==> src/rtl/mem_access_pkg.sv <==
// Shared constants for the memory-access stage: datapath width, ctrl-word
// instruction classes, load/store funct3 codes and the MEM FSM state type.
// Ports: none (package). Also hosts the access-size mask helper.
package mem_access_pkg;

    localparam int REG_WIDTH = 64;
    localparam int XLEN      = REG_WIDTH;
    localparam int STRB_W    = XLEN / 8;

    // Instruction class carried in ctrl[6:3]
    localparam logic [3:0] CTRL_ALU       = 4'd1;
    localparam logic [3:0] CTRL_ACCESS_I  = 4'd2;   // load
    localparam logic [3:0] CTRL_ACCESS_S  = 4'd3;   // store
    localparam logic [3:0] CTRL_BRANCH    = 4'd4;
    localparam logic [3:0] CTRL_EXCEPTION = 4'd15;

    // Load funct3 (stores reuse codes 0..3 for SB/SH/SW/SD)
    localparam logic [2:0] F3_LB  = 3'd0;
    localparam logic [2:0] F3_LH  = 3'd1;
    localparam logic [2:0] F3_LW  = 3'd2;
    localparam logic [2:0] F3_LD  = 3'd3;
    localparam logic [2:0] F3_LBU = 3'd4;
    localparam logic [2:0] F3_LHU = 3'd5;
    localparam logic [2:0] F3_LWU = 3'd6;

    typedef enum logic {
        MEM_IDLE = 1'b0,
        MEM_WAIT = 1'b1
    } mem_state_e;

    // Access size minus one, from funct3[1:0] (byte/half/word/double)
    function automatic logic [2:0] size_mask(input logic [1:0] size_code);
        case (size_code)
            2'd0:    return 3'd0;
            2'd1:    return 3'd1;
            2'd2:    return 3'd3;
            default: return 3'd7;
        endcase
    endfunction

endpackage

==> src/rtl/mem_access_load_store_align.sv <==
// Byte-lane alignment: store strobes/data shifted to the lane offset, and load
// data extracted from the 8-byte read word with sign or zero extension.
// Purely combinational, zero latency, no backpressure.
// Ports: st_size_i/st_off_i/st_data_i -> st_wstrb_o/st_wdata_o;
//        ld_funct3_i/ld_off_i/ld_rdata_i -> ld_data_o.
module load_store_align
    import mem_access_pkg::*;
(
    input  logic [1:0]        st_size_i,
    input  logic [2:0]        st_off_i,
    input  logic [XLEN-1:0]   st_data_i,
    output logic [STRB_W-1:0] st_wstrb_o,
    output logic [XLEN-1:0]   st_wdata_o,
    input  logic [2:0]        ld_funct3_i,
    input  logic [2:0]        ld_off_i,
    input  logic [XLEN-1:0]   ld_rdata_i,
    output logic [XLEN-1:0]   ld_data_o
);

    logic [STRB_W-1:0] base_strb;
    logic [XLEN-1:0]   ld_shifted;

    always_comb begin
        case (st_size_i)
            2'd0:    base_strb = 8'h01;
            2'd1:    base_strb = 8'h03;
            2'd2:    base_strb = 8'h0F;
            default: base_strb = 8'hFF;
        endcase
        st_wstrb_o = base_strb << st_off_i;
        st_wdata_o = st_data_i << {st_off_i, 3'b000};
    end

    // Bring the addressed byte down to lane 0, then extend
    assign ld_shifted = ld_rdata_i >> {ld_off_i, 3'b000};

    always_comb begin
        case (ld_funct3_i)
            F3_LB:   ld_data_o = {{56{ld_shifted[7]}},  ld_shifted[7:0]};
            F3_LH:   ld_data_o = {{48{ld_shifted[15]}}, ld_shifted[15:0]};
            F3_LW:   ld_data_o = {{32{ld_shifted[31]}}, ld_shifted[31:0]};
            F3_LBU:  ld_data_o = {56'd0, ld_shifted[7:0]};
            F3_LHU:  ld_data_o = {48'd0, ld_shifted[15:0]};
            F3_LWU:  ld_data_o = {32'd0, ld_shifted[31:0]};
            default: ld_data_o = ld_shifted;
        endcase
    end

endmodule

==> src/rtl/mem_access.sv <==
// Memory-access stage: registers EX results into WB, runs loads/stores on the
// dmem req/ack bus. Latency 1 for non-memory ops; memory ops take issue cycle
// plus WAIT until ack. stall_o holds EX while an access is issuing or pending.
// Ports: clk_sys_i/rst_sys_i (async, active-high); EX inputs (ex_valid_i,
//   result_i, store_data_i, rd_i, ctrl_i, funct3_i, EX_ena_forwarding_i);
//   dmem bus (req/we/addr/wdata/wstrb out, ack/rdata in); WB and MEM
//   forwarding outputs; stall_o.
// Build option MEM_MISALIGN_CHECK_EN: misaligned accesses become an exception
//   bubble to WB instead of a truncated-address access.
module mem_access
    import mem_access_pkg::*;
(
    input  logic              clk_sys_i,
    input  logic              rst_sys_i,
    input  logic              ex_valid_i,
    input  logic [XLEN-1:0]   result_i,
    input  logic [XLEN-1:0]   store_data_i,
    input  logic [4:0]        rd_i,
    input  logic [7:0]        ctrl_i,
    input  logic [2:0]        funct3_i,
    input  logic              EX_ena_forwarding_i,
    output logic              stall_o,
    output logic              dmem_req_o,
    output logic              dmem_we_o,
    output logic [XLEN-1:0]   dmem_addr_o,
    output logic [XLEN-1:0]   dmem_wdata_o,
    output logic [STRB_W-1:0] dmem_wstrb_o,
    input  logic              dmem_ack_i,
    input  logic [XLEN-1:0]   dmem_rdata_i,
    output logic [XLEN-1:0]   result_o,
    output logic [4:0]        rd_o,
    output logic [7:0]        ctrl_o,
    output logic              MEM_ena_forwarding_o,
    output logic [4:0]        MEM_addr_forwarding_o,
    output logic [XLEN-1:0]   MEM_data_forwarding_o
);

    logic [3:0]        ctrl_class;
    logic              is_store;
    logic              is_mem;
    logic              misaligned;
    logic              issue;
    logic [2:0]        off_eff;

    mem_state_e        state_q, state_d;
    logic [XLEN-1:0]   result_q, result_d;
    logic [4:0]        rd_q, rd_d;
    logic [7:0]        ctrl_q, ctrl_d;
    logic              ena_q, ena_d;

    logic              we_q;
    logic [XLEN-1:0]   addr_q;
    logic [XLEN-1:0]   wdata_q;
    logic [STRB_W-1:0] wstrb_q;
    logic [2:0]        f3_q;
    logic [2:0]        off_q;

    logic [STRB_W-1:0] st_wstrb;
    logic [XLEN-1:0]   st_wdata;
    logic [XLEN-1:0]   ld_data;

    assign ctrl_class = ctrl_i[6:3];
    assign is_store   = (ctrl_class == CTRL_ACCESS_S);
    assign is_mem     = ex_valid_i & ((ctrl_class == CTRL_ACCESS_I) | is_store);

    // Offset rounded down to the access size; a no-op for aligned accesses
    assign off_eff = result_i[2:0] & ~size_mask(funct3_i[1:0]);

`ifdef MEM_MISALIGN_CHECK_EN
    assign misaligned = is_mem & ((result_i[2:0] & size_mask(funct3_i[1:0])) != 3'b000);
`else
    assign misaligned = 1'b0;
`endif

    load_store_align u_align (
        .st_size_i   (funct3_i[1:0]),
        .st_off_i    (off_eff),
        .st_data_i   (store_data_i),
        .st_wstrb_o  (st_wstrb),
        .st_wdata_o  (st_wdata),
        .ld_funct3_i (f3_q),
        .ld_off_i    (off_q),
        .ld_rdata_i  (dmem_rdata_i),
        .ld_data_o   (ld_data)
    );

    // Next-state and WB next values; default is a bubble into WB
    always_comb begin
        state_d  = state_q;
        stall_o  = 1'b0;
        issue    = 1'b0;
        result_d = '0;
        rd_d     = '0;
        ctrl_d   = '0;
        ena_d    = 1'b0;
        case (state_q)
            MEM_IDLE: begin
                if (misaligned) begin
                    result_d = result_i;
                    rd_d     = rd_i;
                    ctrl_d   = {ctrl_i[7], CTRL_EXCEPTION, ctrl_i[2:0]};
                end else if (is_mem) begin
                    stall_o = 1'b1;
                    issue   = 1'b1;
                    state_d = MEM_WAIT;
                end else if (ex_valid_i) begin
                    result_d = result_i;
                    rd_d     = rd_i;
                    ctrl_d   = ctrl_i;
                    ena_d    = EX_ena_forwarding_i;
                end
            end
            MEM_WAIT: begin
                // EX is held by stall, so rd/ctrl/result inputs still describe this access
                if (dmem_ack_i) begin
                    state_d  = MEM_IDLE;
                    result_d = we_q ? result_i : ld_data;
                    rd_d     = rd_i;
                    ctrl_d   = ctrl_i;
                    ena_d    = EX_ena_forwarding_i;
                end else begin
                    stall_o = 1'b1;
                end
            end
            default: state_d = MEM_IDLE;
        endcase
    end

    always_ff @(posedge clk_sys_i or posedge rst_sys_i) begin
        if (rst_sys_i) begin
            state_q  <= MEM_IDLE;
            result_q <= '0;
            rd_q     <= '0;
            ctrl_q   <= '0;
            ena_q    <= 1'b0;
        end else begin
            state_q  <= state_d;
            result_q <= result_d;
            rd_q     <= rd_d;
            ctrl_q   <= ctrl_d;
            ena_q    <= ena_d;
        end
    end

    // Bus fields captured at issue and held stable through WAIT
    always_ff @(posedge clk_sys_i or posedge rst_sys_i) begin
        if (rst_sys_i) begin
            we_q    <= 1'b0;
            addr_q  <= '0;
            wdata_q <= '0;
            wstrb_q <= '0;
            f3_q    <= '0;
            off_q   <= '0;
        end else if (issue) begin
            we_q    <= is_store;
            addr_q  <= {result_i[XLEN-1:3], 3'b000};
            wdata_q <= is_store ? st_wdata : '0;
            wstrb_q <= st_wstrb;
            f3_q    <= funct3_i;
            off_q   <= off_eff;
        end
    end

    assign dmem_req_o            = (state_q == MEM_WAIT);
    assign dmem_we_o             = we_q;
    assign dmem_addr_o           = addr_q;
    assign dmem_wdata_o          = wdata_q;
    assign dmem_wstrb_o          = wstrb_q;

    assign result_o              = result_q;
    assign rd_o                  = rd_q;
    assign ctrl_o                = ctrl_q;
    assign MEM_ena_forwarding_o  = ena_q;
    assign MEM_addr_forwarding_o = rd_q;
    assign MEM_data_forwarding_o = result_q;

endmodule
==> config.mk <==
export PLATFORM = sky130hd
export DESIGN_NAME = mem_access
export DESIGN_NICKNAME = d
export VERILOG_FILES = /design/src/rtl/mem_access_pkg.sv /design/src/rtl/mem_access_load_store_align.sv /design/src/rtl/mem_access.sv
export SDC_FILE = /design/constraint.sdc
export NUM_CORES = 1
export LEC_CHECK = 0
export ABC_CLOCK_PERIOD_IN_PS = 9900
export CAP_MARGIN = 25
export CORE_AREA = 2 2 194 196
export DETAILED_ROUTE_END_ITERATION = 12
export DIE_AREA = 0 0 196 198
export PLACE_DENSITY = 0.63
export RECOVER_POWER = 50
export SLEW_MARGIN = 15
export SYNTH_ARGS = -nofsm -noshare
export SYNTH_HDL_FRONTEND = slang
export SYNTH_SLANG_ARGS = --single-unit
==> constraint.sdc <==
create_clock -name clk_sys_i -period 9.9 [get_ports clk_sys_i]
set_input_delay 1.98 -clock clk_sys_i [delete_from_list [all_inputs] [get_ports clk_sys_i]]
set_output_delay 1.98 -clock clk_sys_i [all_outputs]
set_load 0.01 [all_outputs]
**Word level (Yosys, flattened, before mapping)**

Cells that the tools add are included.

- Latch bits: 0
- Logic and storage cells: 55
- Bits in read-only memories: 0
- Output and inout port bits: 286
- Memories kept: 0
- Bits of input ports: 213
- Register bits: 219
- RAM bits: 0

- Mux-type cells: 25
- Order comparisons: 0
- $mul: 0
- Add/subtract/negate cells: 0
- Reductions and logical operators: 2
- Shift-type cells: 3
- Bitwise logic cells: 5
- Equal/unequal tests: 9
- Divide/modulo/power cells: 0

Operators by type and width:

| operator | number |
|---|---|
| $pmux 64 s6 | 1 |
| $mux 64 | 5 |
| $pmux 64 s2 | 1 |
| $shl 64x6->64 | 1 |
| $shr 64x6->64 | 1 |
| $mux 8 | 3 |
| $pmux 8 s3 | 1 |
| $pmux 8 s2 | 1 |
| $mux 5 | 3 |
| $pmux 5 s2 | 1 |
| $eq 3x3->1 const B | 3 |
| $pmux 3 s3 | 1 |
| $eq 4x2->1 const B | 2 |
| $shl 8x3->8 | 1 |
| $mux 1 | 6 |
| $pmux 1 s2 | 2 |
| $and 3x3->3 | 1 |
| $eq 3x1->1 const B | 1 |
| $eq 3x2->1 const B | 1 |
| $logic_not 3->1 | 1 |
| $not 3->3 | 1 |
| $eq 2x1->1 const B | 1 |
| $eq 2x2->1 const B | 1 |
| $logic_not 2->1 | 1 |
| other kinds (3) | 3 |

**Logic depth before layout (Yosys ltp)**

Gate-level depths: netlist of the first run.

- Word-level depth: 6
- Gate-level depth with buffers: 9
- Gate-level depth less buffers: 5

**By module**

From an unflattened synthesis of the first run, not the netlist that was laid out.

- Cell total of the unflattened synthesis: 1241
- Area total of the unflattened synthesis: 13192.7 um^2

By module, submodules not included:

| module | sequential area each (um^2) | cells an instance | area an instance (um^2) | times used |
|---|---|---|---|---|
| mem_access | 5480.3 | 689 | 9016.1 | 1 |
| load_store_align | 0.0 | 552 | 4176.5 | 1 |

**Worst setup path before layout of the first run**

Ideal clock, no wire load.

- Path type: input -> output
- Start point: input ex_valid_i
- End point: output stall_o
- Setup slack: 4904 ps
- Buffers on the path: 2
- Cell stages on the path: 5
- Arrival time: 3016 ps
- Cell sequence: nor2b_1 nand3_1 clkbuf_1 clkbuf_1 o21ai_0

- Cells in the longest elaborated chain, start to end: 3

Ends and longest elaborated chain:

| element | RTL line | text |
|---|---|---|
| start: declaration | mem_access.sv:15 | `input logic ex_valid_i,` |
| $and 1x1->1 | mem_access.sv:64 | `assign is_mem = ex_valid_i & ((ctrl_class == CTRL_ACCESS_I) \| is_store);` |
| $mux 1 | mem_access.sv:102 | `end else if (is_mem) begin` |
| $pmux 1 s2 | mem_access.sv:96 | `case (state_q)` |
| end: declaration | mem_access.sv:22 | `output logic stall_o,` |

No other way between the ends.

**Final worst setup path of the first run**

- Start point: input ex_valid_i
- End point: register wdata_q[61] (netlist: dmem_wdata_o[61])

- Cells in the longest elaborated chain, start to end: 3

Ends and longest elaborated chain:

| element | RTL line | text |
|---|---|---|
| $and 1x1->1 | mem_access.sv:64 |  |
| $mux 1 | mem_access.sv:102 |  |
| $mux 1 | mem_access.sv:96 |  |
| end signal: assignment | mem_access.sv:157 | `wdata_q <= is_store ? st_wdata : '0;` |
| end: declaration | mem_access.sv:53 | `logic [XLEN-1:0] wdata_q;` |

No other way between the ends.
A chain may end at the register's enable or synchronous reset.

==> results of run 1 <==
## per-layer routing
layer	track usage [%]	vias up	wire [µm]	share of wire, %
li1	-	5152	-	-
met1	28.2	5356	18300	36
met2	45.9	496	25900	50
met3	8.36	97	4940	9.6
met4	10.8	4	2220	4.3
met5	0	-	34	0.066
## synthesized netlist by cell type, drive strengths merged, types with 14 or more instances
master    n  area, µm²
nand2   307       1150
dfrtp   219       5480
buf     104        704
mux2i   104       1040
o21ai   103        515
clkbuf   65        244
a21oi    37        185
a211oi   35        263
nor2     35        134
a22o     24        210
nor2b    24        150
mux2     20        229
nand2b   20        125
a221o    19        190
o22ai    17        106
a32oi    16        140
o31ai    16        120
a211o    15        131
inv      14       52.6
## final timing paths
kind                                        startpoint                            to  slack (ps)  cells past startpoint
min reg2reg                dmem_addr_o[58]$_DFFE_PP0P_   dmem_addr_o[58]$_DFFE_PP0P_         470                      2
max in group asynchronous                    rst_sys_i   dmem_addr_o[29]$_DFFE_PP0P_        4840                      4
max                                         ex_valid_i  dmem_wdata_o[61]$_DFFE_PP0P_        3490                      7
min in group asynchronous                    rst_sys_i   dmem_addr_o[62]$_DFFE_PP0P_        2930                      2
max reg2reg                       dmem_req_o$_DFF_PP0_  dmem_wdata_o[61]$_DFFE_PP0P_        5070                      6
min                        dmem_addr_o[58]$_DFFE_PP0P_   dmem_addr_o[58]$_DFFE_PP0P_         470                      2
## flip-flops by register name, indices dropped and copies added (netlist names)
signal and count:
MEM_addr_forwarding_o 5, MEM_data_forwarding_o 64, MEM_ena_forwarding_o 1, ctrl_o 8
dmem_addr_o 61, dmem_req_o 1, dmem_wdata_o 64, dmem_we_o 1
dmem_wstrb_o 8, f3_q 3, off_q 3
## kinds of logic (layout without fill, tap and decap cells)
logic type	Yosys count	in the layout	synth area share (%)
AO/OA/AOI/OAI	304	304	17.3
other	1	8	0.0315
buffers and inverters	183	577	8.42
flip-flops	219	219	46.1
multiplexers	134	134	12.6
AND/OR/NAND/NOR	425	425	15.6
## worst register-to-register path, cell delays in order, from the launching register on
cell and delay, ps:
dfrtp_1 450, nor2b_1 120, nand3_1 560, clkbuf_1 2340
buf_4 930, a222oi_1 280, inv_1 100
## report_power, final
group	total (mW)	switching (mW)	leakage, nW	internal, mW
clock	1.03	0.411	0.430	0.616
sequential	1.11	0.0856	2.85	1.03
combinational	0.952	0.488	4.38	0.464
## metrics by stage
stage                     area (µm²)  std cells
after floorplan                11900       1268
after global placement         16700       2085
after detailed placement       16700       2085
after CTS                      17600       2133
after global routing           17600       2137
final                          17600       2141
## cell type report
type | count | area share [%]
multi-input cells | 866 | 30.9
clock buffers | 37 | 4.33
well taps | 474 | 3.36
inverters | 14 | 0.305
repair buffers | 515 | 29.1
diodes | 5 | 0.0710
clock inverters | 11 | 0.830
flip-flops and latches | 219 | 31.1
==> impl_metrics.ini, run 1 <==
[outcome]
violations = max-capacitance violations, max-slew violations
status = finished with violations

[setup_path]
worstSetupPathType = input pin to flop
worst_ep_required_time_ps = 10380
crit_buf_inv = 4
crit_path_end_kind = flop
worst_path_max_delay_cell = clkbuf_1
cp_max_fo = 69
cp_cell_sequence = dlygate4sd3_1, nor2b_1, nand3_1, clkbuf_1, buf_4, a222oi_1, inv_1
crit_family = buffers and inverters
cp-start-kind = input pin
max_stage_delay_ps = 2330
worstPathArrival_ps = 6900

[drt]
drtIter0Drc = 760
vias_per_cell = 5.19
wl_um = 51400
firstDrtPassIters = 5
route.vias.total = 11100
ant_nets = 0
wl_per_cell_um = 24.0
drc = 0

[clocking]
htreeDepth = 1
cts_setup_buffers = 0
cts.repair.resized = 0
postCtsHoldBufs = 0
clk_path_buf_depth = 3
cts_tree = built
clk_latency_ps = 550
path_clk_slew_ps = 60
cts-root-buf = clkbuf_16
cts_buffers = 27
cts.sinks = 219

[final_layout]
n_fill_cell = 3525
layout_commonest_cell = clkdlybuf4s50_1
mostFrequentLayoutCells = clkdlybuf4s50_1 (360), nand2_1 (307), dfrtp_1 (217), dlygate4sd3_1 (135), mux2i_1 (104)
multi_input_area_mm2 = 0.00544
final_util_pct = 47.7
final-seq-area_mm2 = 0.00548
final_nets = 1856
areaGrowthSynthToFinish_pct = 48.3
drive_gt1_share_pct = 6.32

[grt]
grt_pass1_wl_um = 74100
grt_max_degree = 80
grt_pass1_vias = 11300
grt_antenna_before_repair = 8
overflow = 0
grt_usage_pct = 25.7

[timing]
whs_ps = 465
rsz0062_at_grt = false
drv_slew = 143
finalHoldViolCount = 0
period_needed_ps = 6410
worst_slew_pin_slew_ps = 3540
tns_ps = 0
finalSetupViolations = 0
setup_slack_ps = 3490
max_freq_ghz = 0.156
clock_skew_ps = 18.2
fin_crit_sh_pct = 64.8
slew_headroom_pct = -137

[min_path]
hp-class = flop to flop

[yosys]
ys_ff_latch = 219
syn_area_mm2 = 0.0119
seq_area_frac_synth_pct = 46.1
synth_cells = 1266
synth-edff-count = 0
async_flop_share_pct = 100
yosysUniqueCellTypes = 49
ys.flop_type = dfrtp_1
ys_warn_count = 0
avgSynthCellArea_um2 = 9.39

[floorplan]
die_h_um = 198
core_area_mm2 = 0.0370
start_util_pct = 32.2
die_w_um = 196
row_count = 71
die-area_mm2 = 0.0388
ios = 499

[place]
place_congestion = 0.895
detailedPlace.worstSlack_ps = 3320
hpwlAfterDp_um = 39000
port_buffers = 495

[power_and_ir_drop]
power_density_mw_per_mm2 = 175
p_leak_nw = 7.66
vdd_drop_max_mv = 0.114
total_power_mw = 3.09

[job]
maxCapViolCount = 2
Note: power is estimated with default switching activity, not from simulation.
==> inputs of run 2 (changes only) <==
--- a/config.mk
+++ b/config.mk
@@ -5,12 +5,12 @@
 export SDC_FILE = /design/constraint.sdc
 export NUM_CORES = 1
 export LEC_CHECK = 0
-export ABC_CLOCK_PERIOD_IN_PS = 9900
+export ABC_CLOCK_PERIOD_IN_PS = 5700
 export CAP_MARGIN = 25
 export CORE_AREA = 2 2 194 196
 export DETAILED_ROUTE_END_ITERATION = 12
 export DIE_AREA = 0 0 196 198
-export PLACE_DENSITY = 0.63
+export PLACE_DENSITY = 0.65
 export RECOVER_POWER = 50
 export SLEW_MARGIN = 15
 export SYNTH_ARGS = -nofsm -noshare
==> constraint.sdc (replaced) <==
create_clock -name clk_sys_i -period 5.7 [get_ports clk_sys_i]
set_input_delay 1.14 -clock clk_sys_i [delete_from_list [all_inputs] [get_ports clk_sys_i]]
set_output_delay 1.14 -clock clk_sys_i [all_outputs]
set_load 0.01 [all_outputs]
==> run 2 against run 1 <==
Against the previous run:
- the flow still finishes with violations (max-capacitance violations, max-slew violations)
- cell count rose by 0.19%
- worst setup slack got worse by 1700 ps
- clock skew rose by 2.0 ps
- largest cell class unchanged
==> impl_metrics.ini, run 2 (synthesized netlist as in run 1, its figures left out) <==
[drt]
ant_nets = 0
drtIter0Drc = 808
wl_um = 53500
vias_per_cell = 5.33
drc = 0
firstDrtPassIters = 5
route.vias.total = 11400
wl_per_cell_um = 24.9

[grt]
grt_max_degree = 137
grt_pass1_wl_um = 77200
grt_antenna_before_repair = 8
grtUsageMet3_pct = 8.09
overflow = 0
grt_usage_pct = 26.8
grt_pass1_vias = 11600
busiest_layer = met2
grt_use_met1_pct = 30.1
use_met2_pct = 48.5

[timing]
fin_crit_sh_pct = 69.3
tns_ps = 0
rsz0062_at_grt = false
drv_slew = 124
clock_skew_ps = 20.2
finalHoldViolCount = 0
setup_slack_ps = 1750
period_needed_ps = 3950
worst_slew_pin_slew_ps = 2340
max_freq_ghz = 0.253
finalSetupViolations = 0
slew_headroom_pct = -55.8

[power_and_ir_drop]
clockPowerShare_pct = 33.4
power_density_mw_per_mm2 = 307
comb_power_share_pct = 30.7
switchingPower_mw = 1.74
p_int_mw = 3.69
vdd_drop_max_mv = 0.193
swShare_pct = 32.1
p_leak_nw = 7.71
total_power_mw = 5.44
seqPwrFrac_pct = 35.9

[final_layout]
final_nets = 1858
layout_commonest_cell = clkdlybuf4s50_1
mostFrequentLayoutCells = clkdlybuf4s50_1 (359), nand2_1 (307), dfrtp_1 (217), dlygate4sd3_1 (136), mux2i_1 (104)
n_fill_cell = 3474
drive_gt1_share_pct = 6.72
areaGrowthSynthToFinish_pct = 48.9

[outcome]
status = finished with violations
violations = max-capacitance violations, max-slew violations

[place]
place_congestion = 0.963
detailedPlace.worstSlack_ps = 1470
port_buffers = 495
hpwlAfterDp_um = 41100

[setup_path]
r2r_slack_ps = 2580
max_stage_delay_ps = 600
cp-start-kind = input pin
crit_family = buffers and inverters
worstSetupPathType = input pin to output port
cp_cell_sequence = dlygate4sd3_1, nor2b_1, nand3_4, o21ai_0, clkdlybuf4s50_1
r2r_cells = 4
crit_end = stall_o
crit_path_end_kind = output port
crit_buf_inv = 2
worstPathArrival_ps = 2810
cp_max_fo = 3
worst_path_max_delay_cell = clkdlybuf4s50_1
r2r_start = dmem_we_o$_DFFE_PP0P_
cp.depth = 5
crit_start = ex_valid_i
worst_ep_required_time_ps = 4560
rr_endpoint = MEM_data_forwarding_o[58]$_DFF_PP0_

[floorplan]
die_w_um = 196
core_area_mm2 = 0.0370
start_util_pct = 32.2
die-area_mm2 = 0.0388
ios = 499
die_h_um = 198
row_count = 71

[min_path]
worstHoldStart = dmem_addr_o[9]$_DFFE_PP0P_
hp-class = flop to flop

[clocking]
cts_buffers = 27
htreeDepth = 1
path_clk_slew_ps = 60
cts_tree = built
cts-root-buf = clkbuf_16
clk_path_buf_depth = 3
clk_latency_ps = 560
cts.sinks = 219
cts_setup_buffers = 0
postCtsHoldBufs = 0
cts.repair.resized = 0

[job]
maxCapViolCount = 3
==> run 2: cell count changes in the layout (fill, tap and decap cells not counted), moves of 2 or more <==
cell / delta
clkinv_4: +2
buf_12: +2
clkinv_2: +2
clkbuf_1: -2
buf_4: +2
clkinvlp_4: -3
==> run 2: how the worst min path moves through the flow <==
stage | to | slack (ps) | depth (start not counted)
after floorplan | dmem_wstrb_o[2]$_DFFE_PP0P_ | 510 | 2
after global placement | dmem_addr_o[14]$_DFFE_PP0P_ | 460 | 2
after detailed placement | dmem_addr_o[14]$_DFFE_PP0P_ | 460 | 2
after CTS | dmem_addr_o[14]$_DFFE_PP0P_ | 480 | 2
after global routing | dmem_addr_o[4]$_DFFE_PP0P_ | 500 | 2
final | dmem_addr_o[9]$_DFFE_PP0P_ | 470 | 2
==> run 2: worst min-delay path, delay by kind of cell (launching register included) <==
kind / cells / cell delay [ps]
flip-flops: 1 / 330
AND/OR/NAND/NOR: 2 / 100
==> run 2: metrics by stage <==
step	std cells	util (%)	hold WS, ps	cell area (µm²)
after floorplan	1268	-	511	11900
after global placement	2089	45.3	456	16700
after detailed placement	2090	45.4	461	16800
after CTS	2140	47.9	476	17700
after global routing	2141	47.9	498	17700
final	2145	47.9	466	17700
==> run 2: cell type report <==
cell class,count,area [µm²],share of cell area [%]
flip-flops and latches,219,5480,31.0
inverters,14,53.8,0.304
clock buffers,37,773,4.37
clock inverters,13,171,0.968
well taps,474,593,3.35
multi-input cells,866,5460,30.8
repair buffers,517,5160,29.1
diodes,5,12.5,0.0707
==> run 2: layer usage <==
layer	vias to the layer above	part of all wire, %	wire [µm]
met1	5640	37	19600
met3	84	9.4	5020
li1	5143	-	-
met2	556	51	27100
met4	8	3.1	1650
met5	-	0.095	51
==> run 2: power by group through the flow <==
| stage | clock network (mW) | logic [mW] | registers, mW |
|---|---|---|---|
| after CTS | 1.85 | 1.73 | 1.96 |
| final | 1.82 | 1.67 | 1.95 |
| after global routing | 1.92 | 1.79 | 1.98 |
| after global placement | 0 | 1.69 | 1.98 |
| after detailed placement | 0 | 1.72 | 1.98 |
| after floorplan | 0 | 0.718 | 2.03 |
